File: src/rtl/bwm_arbiter.sv
// bwm_arbiter: two-requester arbiter sharing one 4x4 Baugh-Wooley signed multiplier
// Ports: clk; rst async active-high; req0/req1 with operands a0/b0, a1/b1;
//   gnt0/gnt1 grants (operands captured on the edge where gnt is high);
//   p/p_valid/p_id product handshake closed by p_ready; busy when FSM not IDLE.
// PRIO_FIXED: 0 round-robin, 1 requester 0 wins ties.
// BWM_PIPE_EN: registers the multiplier after the second partial-product row (adds CALC2).
module bwm_arbiter #(
  parameter int PRIO_FIXED = 0
) (
  input  logic       clk,
  input  logic       rst,
  input  logic       req0,
  input  logic       req1,
  input  logic [3:0] a0,
  input  logic [3:0] b0,
  input  logic [3:0] a1,
  input  logic [3:0] b1,
  output logic       gnt0,
  output logic       gnt1,
  output logic [7:0] p,
  output logic       p_valid,
  output logic       p_id,
  input  logic       p_ready,
  output logic       busy
);
  typedef enum logic [1:0] {
    IDLE,
    CALC,
`ifdef BWM_PIPE_EN
    CALC2,
`endif
    DONE
  } state_t;
  state_t state, nxt;
  logic [3:0] a_r, b_r;
  logic id_r, last, win1;
  logic [7:0] pp_lo, pp_hi;
`ifdef BWM_PIPE_EN
  logic [7:0] lo_r;
`endif
  // Row i of the Baugh-Wooley array: sign-position terms complemented, except a3&b3.
  function automatic logic [7:0] bw_row(input logic [3:0] x, input logic [3:0] y, input logic [1:0] i);
    logic [3:0] r;
    r = x & {4{y[i]}};
    r = (i == 2'd3) ? {r[3], ~r[2:0]} : {~r[3], r[2:0]};
    return 8'(r) << i;
  endfunction
  // 8'h90 folds in the Baugh-Wooley correction constants 2^4 + 2^7.
  assign pp_lo = bw_row(a_r, b_r, 2'd0) + bw_row(a_r, b_r, 2'd1) + 8'h90;
  assign pp_hi = bw_row(a_r, b_r, 2'd2) + bw_row(a_r, b_r, 2'd3);
  // last holds the index granted most recently; on a round-robin tie the other one wins.
  assign win1 = req1 && (!req0 || (PRIO_FIXED == 0 && !last));
  assign gnt0 = !rst && state == IDLE && req0 && !win1;
  assign gnt1 = !rst && state == IDLE && win1;
  assign busy = state != IDLE;
  assign p_valid = state == DONE;
  always_comb begin
    nxt = state;
    case (state)
      IDLE: nxt = (req0 || req1) ? CALC : IDLE;
`ifdef BWM_PIPE_EN
      CALC: nxt = CALC2;
      CALC2: nxt = DONE;
`else
      CALC: nxt = DONE;
`endif
      DONE: nxt = p_ready ? IDLE : DONE;
      default: nxt = IDLE;
    endcase
  end
  always_ff @(posedge clk or posedge rst) begin
    if (rst) begin
      state <= IDLE;
      a_r <= '0;
      b_r <= '0;
      id_r <= 1'b0;
      last <= 1'b1;
      p <= '0;
      p_id <= 1'b0;
`ifdef BWM_PIPE_EN
      lo_r <= '0;
`endif
    end else begin
      state <= nxt;
      if (gnt0 || gnt1) begin
        a_r <= gnt1 ? a1 : a0;
        b_r <= gnt1 ? b1 : b0;
        id_r <= gnt1;
        last <= gnt1;
      end
`ifdef BWM_PIPE_EN
      if (state == CALC) lo_r <= pp_lo;
      if (state == CALC2) begin
        p <= lo_r + pp_hi;
        p_id <= id_r;
      end
`else
      if (state == CALC) begin
        p <= pp_lo + pp_hi;
        p_id <= id_r;
      end
`endif
    end
  end
endmodule

File: config.mk
export PLATFORM = sky130hd
export DESIGN_NAME = bwm_arbiter
export DESIGN_NICKNAME = d
export VERILOG_FILES = /design/src/rtl/bwm_arbiter.sv
export SDC_FILE = /design/constraint.sdc
export NUM_CORES = 1
export LEC_CHECK = 0
export BUFFER_PORTS_ARGS = -buffer_cell sky130_fd_sc_hd__buf_4
export CORE_UTILIZATION = 46
export DETAILED_ROUTE_END_ITERATION = 6
export GPL_TIMING_DRIVEN = 0
export HOLD_SLACK_MARGIN = 0.02
export PLACE_DENSITY = 0.74
export SLEW_MARGIN = 20
export SYNTH_ARGS = -nofsm -noshare
export SYNTH_HDL_FRONTEND = slang
export SYNTH_SLANG_ARGS = --single-unit
File: constraint.sdc
create_clock -name clk -period 3.13 [get_ports clk]
set_clock_uncertainty 0.1 [all_clocks]
set_input_delay 0.1565 -clock clk [delete_from_list [all_inputs] [get_ports clk]]
set_output_delay 0.1565 -clock clk [all_outputs]
set_load 0.01 [all_outputs]
; Word level (Yosys, flattened, before mapping)
; Index checks and enable logic that the tools add are counted.
[classes]
add_sub_neg = 4
n_eq_ne = 2
n_mux = 5
bitwise = 8
n_reduce_logical = 14
[ops]
columns = cell, n
row1 = $and A4 B4 Y4, 4
row2 = $add A6 B7 Y8, 1
row3 = $add A6 B8 Y8 const B, 1
row4 = $add A8 B8 Y8, 1
row5 = $mux W4, 2
row6 = $add A4 B5 Y6, 1
row7 = $pmux W2 S3, 1
row8 = $logic_and A1 B1 Y1, 5
row9 = $logic_not A1 Y1, 4
row10 = $logic_or A1 B1 Y1, 3
row11 = $not A1 Y1, 3
row12 = $not A3 Y3, 1
row13 = $eq A2 B1 Y1 const B, 1
row14 = $eq A2 B2 Y1 const B, 1
row15 = $logic_not A2 Y1, 1
row16 = $mux W2, 1
row17 = $reduce_bool A2 Y1, 1
row18 = $mux W1, 1
[word_totals]
reg_bits = 21
output_inout_bits = 13
wordCells = 40

; Logic depth before layout (Yosys ltp)
; Gate-level depths: netlist of the first run.
[depth]
ltp_word = 6
mapped_depth = 11

; Least setup slack after synthesis of the first run
; No wires, ideal clock.
[synth_timing]
kind = reg2reg
start = register a_r[2]
end = register p[7]
arrival_time_ns = 2.789
t_required_ns = 2.902
path_slack_ns = 0.113
stages_incl_launch_ff = 12
path_buffers = 0
cell_sequence = dfrtp_1 and2_1 fa_1 inv_1 fa_1 inv_1 ha_1 fa_1 a21o_1 a21oi_1 xnor2_1 o21ai_0
[synth_via]
elab_chain_len = 4
[synth_lines]
columns = element, line_no
row1 = "start, declared", 35  ; logic [3:0] a_r, b_r;
row2 = "start signal, assigned", 86  ; a_r <= gnt1 ? a1 : a0;
row3 = $and A4 B4 Y4, 44  ; r = x & {4{y[i]}};
row4 = $add A4 B5 Y6 / $not A3 Y3 (equally long branches), "49, 45"
row5 = $add A6 B8 Y8 / $add A6 B7 Y8 (equally long branches), "49, 50"
row6 = $add A8 B8 Y8 *, 99  ; p <= pp_lo + pp_hi;
row7 = "end signal, assigned", 99
row8 = "end, declared", 20  ; output logic [7:0] p,
; Every way passes the cells marked *; elsewhere a longest branch is shown, timed or not.
; A chain may end at the register's enable or synchronous reset.

; Worst setup path in the final report of the first run
; Same ends and word-level chain as after synthesis.

==> metrics.txt, run 1 <==
# TYPE chip_impl_metric gauge
chip_impl_metric{name="synth_seq_cells",unit=""} 21
chip_impl_metric{name="core-area",unit="um2"} 2540
chip_impl_metric{name="netlist-cell-type-count",unit=""} 24
chip_impl_metric{name="cap_viol_max_count",unit=""} 0
chip_impl_metric{name="path_buf_inv",unit=""} 2
chip_impl_metric{name="slew_headroom",unit="%"} 48.7
chip_impl_metric{name="drt-wirelength-per-cell",unit="um"} 11.4
chip_impl_metric{name="maxSlewViolCount",unit=""} 0
chip_impl_metric{name="via_count",unit=""} 1007
chip_impl_metric{name="die_y",unit="um"} 54.5
chip_impl_metric{name="yosysSeqAreaShare",unit="%"} 41.5
chip_impl_metric{name="dr_iter_0_viols",unit=""} 18
chip_impl_metric{name="worstSkewPairLatency",unit="ps"} 310
chip_impl_metric{name="route.detailed.vias_per_inst",unit=""} 4.84
chip_impl_metric{name="clockBufferDepth",unit=""} 2
chip_impl_metric{name="postSynthCellCount",unit=""} 123
chip_impl_metric{name="post_synth_fa_ha_maj_area_fraction",unit="%"} 17.8
chip_impl_metric{name="design_area",unit="um2"} 1760
chip_impl_metric{name="area_delta_synth_final",unit="%"} 38.4
chip_impl_metric{name="die_width",unit="um"} 54.5
chip_impl_metric{name="timing.fmax",unit="GHz"} 0.335
chip_impl_metric{name="multiplexer_fraction_of_the_synthesized_cell_area",unit="%"} 10.7
chip_impl_metric{name="num_rows",unit=""} 18
chip_impl_metric{name="worst-endpoint-required",unit="ps"} 3230
chip_impl_metric{name="setup_violations",unit=""} 0
chip_impl_metric{name="dr.pass1.iters",unit=""} 6
chip_impl_metric{name="synth-compound-area-share",unit="%"} 8.68
chip_impl_info{name="critPathSlowestCell",value="sky130_fd_sc_hd__fa_1"} 1
chip_impl_info{name="min_from",value="a1[3]"} 1
chip_impl_info{name="synth-main-ff-cell",value="sky130_fd_sc_hd__dfrtp_1"} 1
chip_impl_metric{name="drive_gt1_share",unit="%"} 32.6
chip_impl_metric{name="synth-warning-count",unit=""} 0
chip_impl_metric{name="path_max_fanout",unit=""} 2
chip_impl_metric{name="max_slew.worst_pin.slew",unit="ps"} 769
chip_impl_metric{name="slowest_delay",unit="ps"} 530
chip_impl_metric{name="finalCriticalPeriod",unit="ps"} 2990
chip_impl_metric{name="antennaDiodeCount",unit=""} 0
chip_impl_metric{name="syn_nets",unit=""} 159
chip_impl_metric{name="power_leakage",unit="nW"} 0.891
chip_impl_metric{name="antenna_found_initial",unit=""} 0
chip_impl_info{name="cp_cell_sequence",value="and2_1 > fa_1 > inv_1 > fa_1 > inv_1 > ha_2 > fa_2 > a21o_1 > a21oi_2 > xnor2_1 > o21ai_0"} 1
chip_impl_metric{name="grt_pass1_wl",unit="mm"} 4.13
chip_impl_metric{name="io_pins",unit=""} 34
chip_impl_metric{name="buffer_ports.inserted",unit=""} 33
chip_impl_metric{name="place.detailed.hpwl",unit="mm"} 1.82
chip_impl_metric{name="post_layout_nonfiller_instances",unit=""} 208
chip_impl_metric{name="initial_core_util",unit="%"} 49.9
chip_impl_info{name="cts_root_buf",value="sky130_fd_sc_hd__clkbuf_4"} 1
chip_impl_info{name="cp-startpoint",value="a_r[2]"} 1
chip_impl_metric{name="number_of_placed_instances_with_taps_included",unit=""} 186
chip_impl_metric{name="synth_xor_area_share",unit="%"} 2.07
chip_impl_metric{name="preCtsSetupSlack",unit="ps"} -13.1
chip_impl_metric{name="clk_transition_reported_paths",unit="ps"} 130
chip_impl_metric{name="die-area",unit="um2"} 2970
chip_impl_metric{name="worst_hold_slack",unit="ps"} 20.4
chip_impl_metric{name="grt-ovfl-total",unit=""} 0
chip_impl_info{name="critical_path.reg2reg.startpoint",value="a_r[2]"} 1
chip_impl_metric{name="dpl_cell_area",unit="um2"} 1550
chip_impl_metric{name="hold_viol_final",unit=""} 0
chip_impl_metric{name="async_flop_share",unit="%"} 100
chip_impl_metric{name="power.density_cell_area",unit="nW/um2"} 1000
chip_impl_metric{name="route.detailed.drc",unit=""} 0
chip_impl_info{name="run_status",value="finished, final reports clean"} 1
chip_impl_info{name="cp-end-kind",value="register"} 1
chip_impl_metric{name="final.period_utilization",unit="%"} 95.5
chip_impl_info{name="synth_top_family_by_area",value="adder cells"} 1
chip_impl_metric{name="grt_start_max_net_pins",unit=""} 22
chip_impl_metric{name="design.final.nets",unit=""} 215
chip_impl_metric{name="first_global_vias",unit=""} 1029
chip_impl_metric{name="synth.cell_area",unit="um2"} 1270
chip_impl_metric{name="numCtsBuffers",unit=""} 3
chip_impl_info{name="cts_tree",value="yes"} 1
chip_impl_metric{name="total_negative_setup_slack",unit="ps"} 0
chip_impl_metric{name="totalWireLength",unit="mm"} 2.36
chip_impl_metric{name="ctsHtreeMaxLevel",unit=""} 1
chip_impl_info{name="worstSetupStartpointType",value="register"} 1
chip_impl_metric{name="grt_usage",unit="%"} 19.1
chip_impl_info{name="criticalPathCategory",value="register to register"} 1
chip_impl_info{name="min_delay_path_class",value="input port to register"} 1
chip_impl_metric{name="post_synth_and_or_nand_nor_area_fraction",unit="%"} 14.6
chip_impl_metric{name="place_congestion",unit=""} 0.746
chip_impl_metric{name="clkSinkCount",unit=""} 21
chip_impl_metric{name="drtAntennaViolNets",unit=""} 0
chip_impl_info{name="critPathTopFamily",value="adder cells"} 1
chip_impl_metric{name="vdd.ir_drop.worst",unit="V"} 0.000724
chip_impl_metric{name="layout_setup_ws",unit="ps"} 141
chip_impl_metric{name="synth_edf_count",unit=""} 0
chip_impl_metric{name="critical_path_arrival",unit="ps"} 3080
chip_impl_metric{name="synthesis.area_per_instance",unit="um2"} 10.3
[where the power goes]
part / total [mW] / leakage, nW / internal [mW] / switching (mW)
sequential: 0.499 / 0.260 / 0.407 / 0.0919
clock: 0.136 / 0.0139 / 0.0487 / 0.0874
combinational: 1.12 / 0.617 / 0.596 / 0.524
total: 1.76 / 0.891 / 1.05 / 0.703
[cells by family after synthesis]
family	after synthesis
adders and majority gates	15
DFF	21
buffers and inverters	13
xor gates and xnor gates	3
and+or+nand+nor	38
AOI/OAI and AO/OA	20
muxes	13
[timing repair]
action / 4_1_cts / 5_1_grt
setup buffers: 3 / 4
hold endpoints to repair: 25 / 1
pin swaps: 0 / 1
endpoints found under the setup margin: 1 / 1
gates resized for setup: 0 / 3
hold buffers: 9 / 2
gates cloned: 0 / 0
[final cells by class]
type | instances | area [um2]
buffer | 3 | 21.3
clock buffer | 3 | 22.5
clock inverter | 1 | 7.51
fill | 192 | 790
inverter | 10 | 37.5
multi-input combinational | 89 | 692
sequential | 21 | 527
tap | 30 | 37.5
timing repair buffer | 51 | 410
[cells in the final DEF (no fill, tap or decap), types with 3 or more instances in the layout]
master                          instances
sky130_fd_sc_hd__inv_1                 10
sky130_fd_sc_hd__dlygate4sd3_1         11
sky130_fd_sc_hd__mux2_2                 4
sky130_fd_sc_hd__mux2i_1                8
sky130_fd_sc_hd__o21ai_0                6
sky130_fd_sc_hd__clkbuf_4               3
sky130_fd_sc_hd__a21o_1                 4
sky130_fd_sc_hd__ha_1                   9
sky130_fd_sc_hd__and2_1                 8
sky130_fd_sc_hd__nand2_1               21
sky130_fd_sc_hd__buf_4                 40
sky130_fd_sc_hd__o21ai_1                8
sky130_fd_sc_hd__fa_1                   4
sky130_fd_sc_hd__dfrtp_1               20
sky130_fd_sc_hd__nand2b_1               3
[registers in the layout (all words and copies together), names as in the netlist]
| name | flops |
|---|---|
| b_r | 4 |
| p_id | 1 |
| last | 1 |
| p | 8 |
| id_r | 1 |
| state | 2 |
| a_r | 4 |
[synth_stat cells (all sizes together) (2+ instances only)]
cell,n,area [um2]
mux2,5,56.3
buf,3,21.3
xnor2,2,17.5
o21ai,14,70.1
mux2i,8,80.1
nand2,21,78.8
and2,8,50.1
nor2,2,7.51
nand2b,3,18.8
fa,5,100
a21oi,2,10.0
inv,10,37.5
and3,2,13.8
dfrtp,20,500
a21o,4,30.0
ha,10,125
[final timing paths]
path / slack [ps] / cells past startpoint / endpoint
worst min register to register: 400 / 2 / p[7]
worst min-delay path: 20 / 3 / a_r[3]
worst max-delay path: 140 / 11 / p[7]
worst max register to register: 140 / 11 / p[7]
min in group asynchronous: 460 / 3 / state[0]
max in group asynchronous: 1980 / 3 / b_r[1]
[through the flow]
stage	utilization [%]	total power [mW]
3_5_place_dp	61.1	1.54
5_1_grt	69.0	1.97
6_report	69.0	1.76
2_1_floorplan	-	1.25
3_3_place_gp	61.1	1.50
4_1_cts	66.7	1.72
[metal layers]
| metal | track usage [%] | part of all wire, % | wire length, um |
|---|---|---|---|
| met5 | 0 | 0 | 0 |
| met2 | 37.6 | 54 | 1270 |
| met4 | 3.85 | 0.72 | 17 |
| met1 | 21.6 | 42 | 993 |
| met3 | 2.50 | 3.5 | 82 |
[tightest hold or removal path, delay by kind of cell]
kind | cells | cell delay (ps)
AOI/OAI and AO/OA | 1 | 100
muxes | 1 | 60
buffers and inverters | 1 | 80
Power figures use the tool's default switching activity.
==> inputs of run 2 (changes only) <==
==> constraint.sdc (replaced) <==
create_clock -name clk -period 3.13 [get_ports clk]
set_clock_uncertainty 0.1 [all_clocks]
set_input_delay 0 -clock clk [delete_from_list [all_inputs] [get_ports clk]]
set_output_delay 0 -clock clk [all_outputs]
set_load 0.01 [all_outputs]
==> run 2 against run 1 <==
Sequential power about the same; fmax about the same; setup slack better by 2.4 ps; first-iteration DRC count down 33%; critical path depth unchanged; largest cell class unchanged; global-route usage up 1.3 points; combinational power about the same; final cell count up 3.4%; register-to-register slack about the same; non-clock buffer count up 7.
==> metrics.txt, run 2 (same netlist as run 1, synthesis figures left out) <==
# TYPE chip_impl_metric gauge
chip_impl_info{name="max_flop_register",value="p"} 1
chip_impl_metric{name="totalWireLength",unit="mm"} 2.56
chip_impl_metric{name="path_max_fanout",unit=""} 2
chip_impl_metric{name="power.density_cell_area",unit="nW/um2"} 961
chip_impl_metric{name="antennaDiodeCount",unit=""} 0
chip_impl_metric{name="timing.fmax",unit="GHz"} 0.335
chip_impl_metric{name="layout_setup_ws",unit="ps"} 144
chip_impl_metric{name="worst-endpoint-required",unit="ps"} 3220
chip_impl_metric{name="area_delta_synth_final",unit="%"} 44.5
chip_impl_metric{name="drive_gt1_share",unit="%"} 30.8
chip_impl_metric{name="worstSkewPairLatency",unit="ps"} 310
chip_impl_metric{name="grt_start_max_net_pins",unit=""} 22
chip_impl_info{name="layout.cells.most_common_list",value="38 x sky130_fd_sc_hd__buf_4, 20 x sky130_fd_sc_hd__nand2_1, 20 x sky130_fd_sc_hd__dfrtp_1, 20 x sky130_fd_sc_hd__dlygate4sd3_1, 10 x sky130_fd_sc_hd__inv_1"} 1
chip_impl_metric{name="design.final.nets",unit=""} 222
chip_impl_metric{name="numCtsBuffers",unit=""} 3
chip_impl_metric{name="grt_pass1_wl",unit="mm"} 4.37
chip_impl_metric{name="route.detailed.drc",unit=""} 0
chip_impl_metric{name="critical_path_arrival",unit="ps"} 3080
chip_impl_info{name="largestRegisters",value="p x8, a_r x4, b_r x4"} 1
chip_impl_metric{name="die-area",unit="um2"} 2970
chip_impl_info{name="critPathTopFamily",value="adder cells"} 1
chip_impl_metric{name="route.detailed.vias_per_inst",unit=""} 4.83
chip_impl_metric{name="clkSinkCount",unit=""} 21
chip_impl_metric{name="post_layout_nonfiller_instances",unit=""} 215
chip_impl_metric{name="preCtsSetupSlack",unit="ps"} -13.1
chip_impl_info{name="criticalPathCategory",value="register to register"} 1
chip_impl_metric{name="initial_core_util",unit="%"} 49.9
chip_impl_metric{name="power.share.sequential",unit="%"} 28.5
chip_impl_metric{name="die_y",unit="um"} 54.5
chip_impl_metric{name="dr.pass1.iters",unit=""} 4
chip_impl_metric{name="hold_viol_final",unit=""} 0
chip_impl_info{name="worstSetupStartpointType",value="register"} 1
chip_impl_metric{name="p_int",unit="mW"} 1.05
chip_impl_metric{name="netSwitchingFraction",unit="%"} 40.2
chip_impl_metric{name="finalCriticalPeriod",unit="ps"} 2990
chip_impl_metric{name="cap_viol_max_count",unit=""} 0
chip_impl_info{name="cts_tree",value="yes"} 1
chip_impl_metric{name="max_slew.worst_pin.slew",unit="ps"} 759
chip_impl_metric{name="grt_usage",unit="%"} 20.5
chip_impl_metric{name="final.period_utilization",unit="%"} 95.4
chip_impl_metric{name="power.share.clock",unit="%"} 7.7
chip_impl_metric{name="buffer_ports.inserted",unit=""} 33
chip_impl_metric{name="die_width",unit="um"} 54.5
chip_impl_metric{name="slew_headroom",unit="%"} 49.3
chip_impl_metric{name="grt-ovfl-total",unit=""} 0
chip_impl_metric{name="slowest_delay",unit="ps"} 530
chip_impl_metric{name="antenna_found_initial",unit=""} 0
chip_impl_metric{name="clk_transition_reported_paths",unit="ps"} 130
chip_impl_metric{name="via_count",unit=""} 1039
chip_impl_metric{name="number_of_placed_instances_with_taps_included",unit=""} 186
chip_impl_info{name="cts_root_buf",value="sky130_fd_sc_hd__clkbuf_4"} 1
chip_impl_metric{name="first_global_vias",unit=""} 1100
chip_impl_metric{name="io_pins",unit=""} 34
chip_impl_metric{name="place_congestion",unit=""} 0.746
chip_impl_metric{name="drtAntennaViolNets",unit=""} 0
chip_impl_metric{name="fillers",unit=""} 183
chip_impl_metric{name="pwr-share-comb",unit="%"} 63.8
chip_impl_metric{name="ctsHtreeMaxLevel",unit=""} 1
chip_impl_metric{name="drt-wirelength-per-cell",unit="um"} 11.9
chip_impl_metric{name="maxSlewViolCount",unit=""} 0
chip_impl_info{name="run_status",value="finished, final reports clean"} 1
chip_impl_metric{name="largest_register_ff_count",unit=""} 8
chip_impl_metric{name="clockBufferDepth",unit=""} 2
chip_impl_metric{name="vdd.ir_drop.worst",unit="V"} 0.000730
chip_impl_metric{name="dr_iter_0_viols",unit=""} 12
chip_impl_metric{name="num_rows",unit=""} 18
chip_impl_metric{name="setup_violations",unit=""} 0
chip_impl_info{name="min_delay_path_class",value="input port to register"} 1
chip_impl_metric{name="p_sw",unit="mW"} 0.707
chip_impl_metric{name="power_leakage",unit="nW"} 0.919
chip_impl_info{name="cp_cell_sequence",value="and2_1 > fa_1 > inv_1 > fa_1 > inv_1 > ha_2 > fa_2 > a21o_1 > a21oi_2 > xnor2_1 > o21ai_0"} 1
chip_impl_info{name="cp-end-kind",value="register"} 1
chip_impl_info{name="leading_cell_type_in_the_layout_fill_and_taps_excluded",value="sky130_fd_sc_hd__buf_4"} 1
chip_impl_info{name="critPathSlowestCell",value="sky130_fd_sc_hd__fa_1"} 1
chip_impl_metric{name="path_buf_inv",unit=""} 2
chip_impl_metric{name="place.detailed.hpwl",unit="mm"} 1.82
chip_impl_metric{name="worst_hold_slack",unit="ps"} 103
chip_impl_metric{name="core-area",unit="um2"} 2540
[run 2: cell count changes in the layout (fill, tap and decap cells not counted)]
cell / before / now
sky130_fd_sc_hd__buf_4: 40 / 38
sky130_fd_sc_hd__dlygate4sd3_1: 11 / 20
sky130_fd_sc_hd__nand2_1: 21 / 20
sky130_fd_sc_hd__nand2_2: 0 / 1
[run 2: power by group through the flow]
stage | clock (mW) | combinational, mW | sequential, mW
floorplan | 0 | 0.727 | 0.518
global placement | 0 | 0.981 | 0.515
detailed placement | 0 | 1.02 | 0.524
CTS | 0.141 | 1.09 | 0.504
global route | 0.153 | 1.29 | 0.524
finish | 0.135 | 1.12 | 0.502
[run 2: stage by stage]
step	instance area [um2]	utilization, %	setup TNS, ps	power, mW
floorplan	1270	-	0	1.25
global placement	1550	61.1	0	1.50
detailed placement	1550	61.1	-13.1	1.54
CTS	1810	71.0	0	1.74
global route	1830	72.0	-2.84	1.97
finish	1830	72.0	0	1.76
[run 2: worst reg2reg max path, delay by kind of cell, from the launching register on]
| family | cells | cell delay (ps) |
|---|---|---|
| buf+inv | 2 | 90 |
| simple gates | 1 | 170 |
| flops | 1 | 400 |
| xor+xnor | 1 | 120 |
| compound gates | 3 | 410 |
| fa+ha+maj | 4 | 1590 |
[run 2: per-layer routing]
metal	vias to the layer above	wire [um]	track usage, %
met4	0	18	4.27
met2	26	1440	41.9
met3	3	78	2.78
li1	527	-	-
met1	483	1020	21.6
met5	-	0	0
[run 2: layout make-up]
class                      instances  area [um2]  area share, %
inverter                          10        37.5           2.05
clock buffer                       3        22.5           1.23
multi-input combinational         89         694           37.9
buffer                             3        21.3           1.16
clock inverter                     1        7.51          0.410
sequential                        21         527           28.7
tap                               30        37.5           2.05
timing repair buffer              58         485           26.5
[run 2: path summary, 6_finish.rpt]
path | start | endpoint | slack [ps] | cells after the start
min in group asynchronous | rst | state[0] | 300 | 3
hold / removal | req1 | a_r[1] | 100 | 3
setup reg to reg | a_r[2] | p[7] | 140 | 11
setup / recovery | a_r[2] | p[7] | 140 | 11
max in group asynchronous | rst | p[7] | 2150 | 3
hold reg to reg | p[7] | p[7] | 400 | 2
[run 2: timing repair]
item,4_1_cts,5_1_grt
pin swaps,0,1
resized for setup,0,4
setup buffers,3,2
endpoints found under the hold margin,30,0
setup endpoints to repair,1,1
hold buffers,20,0
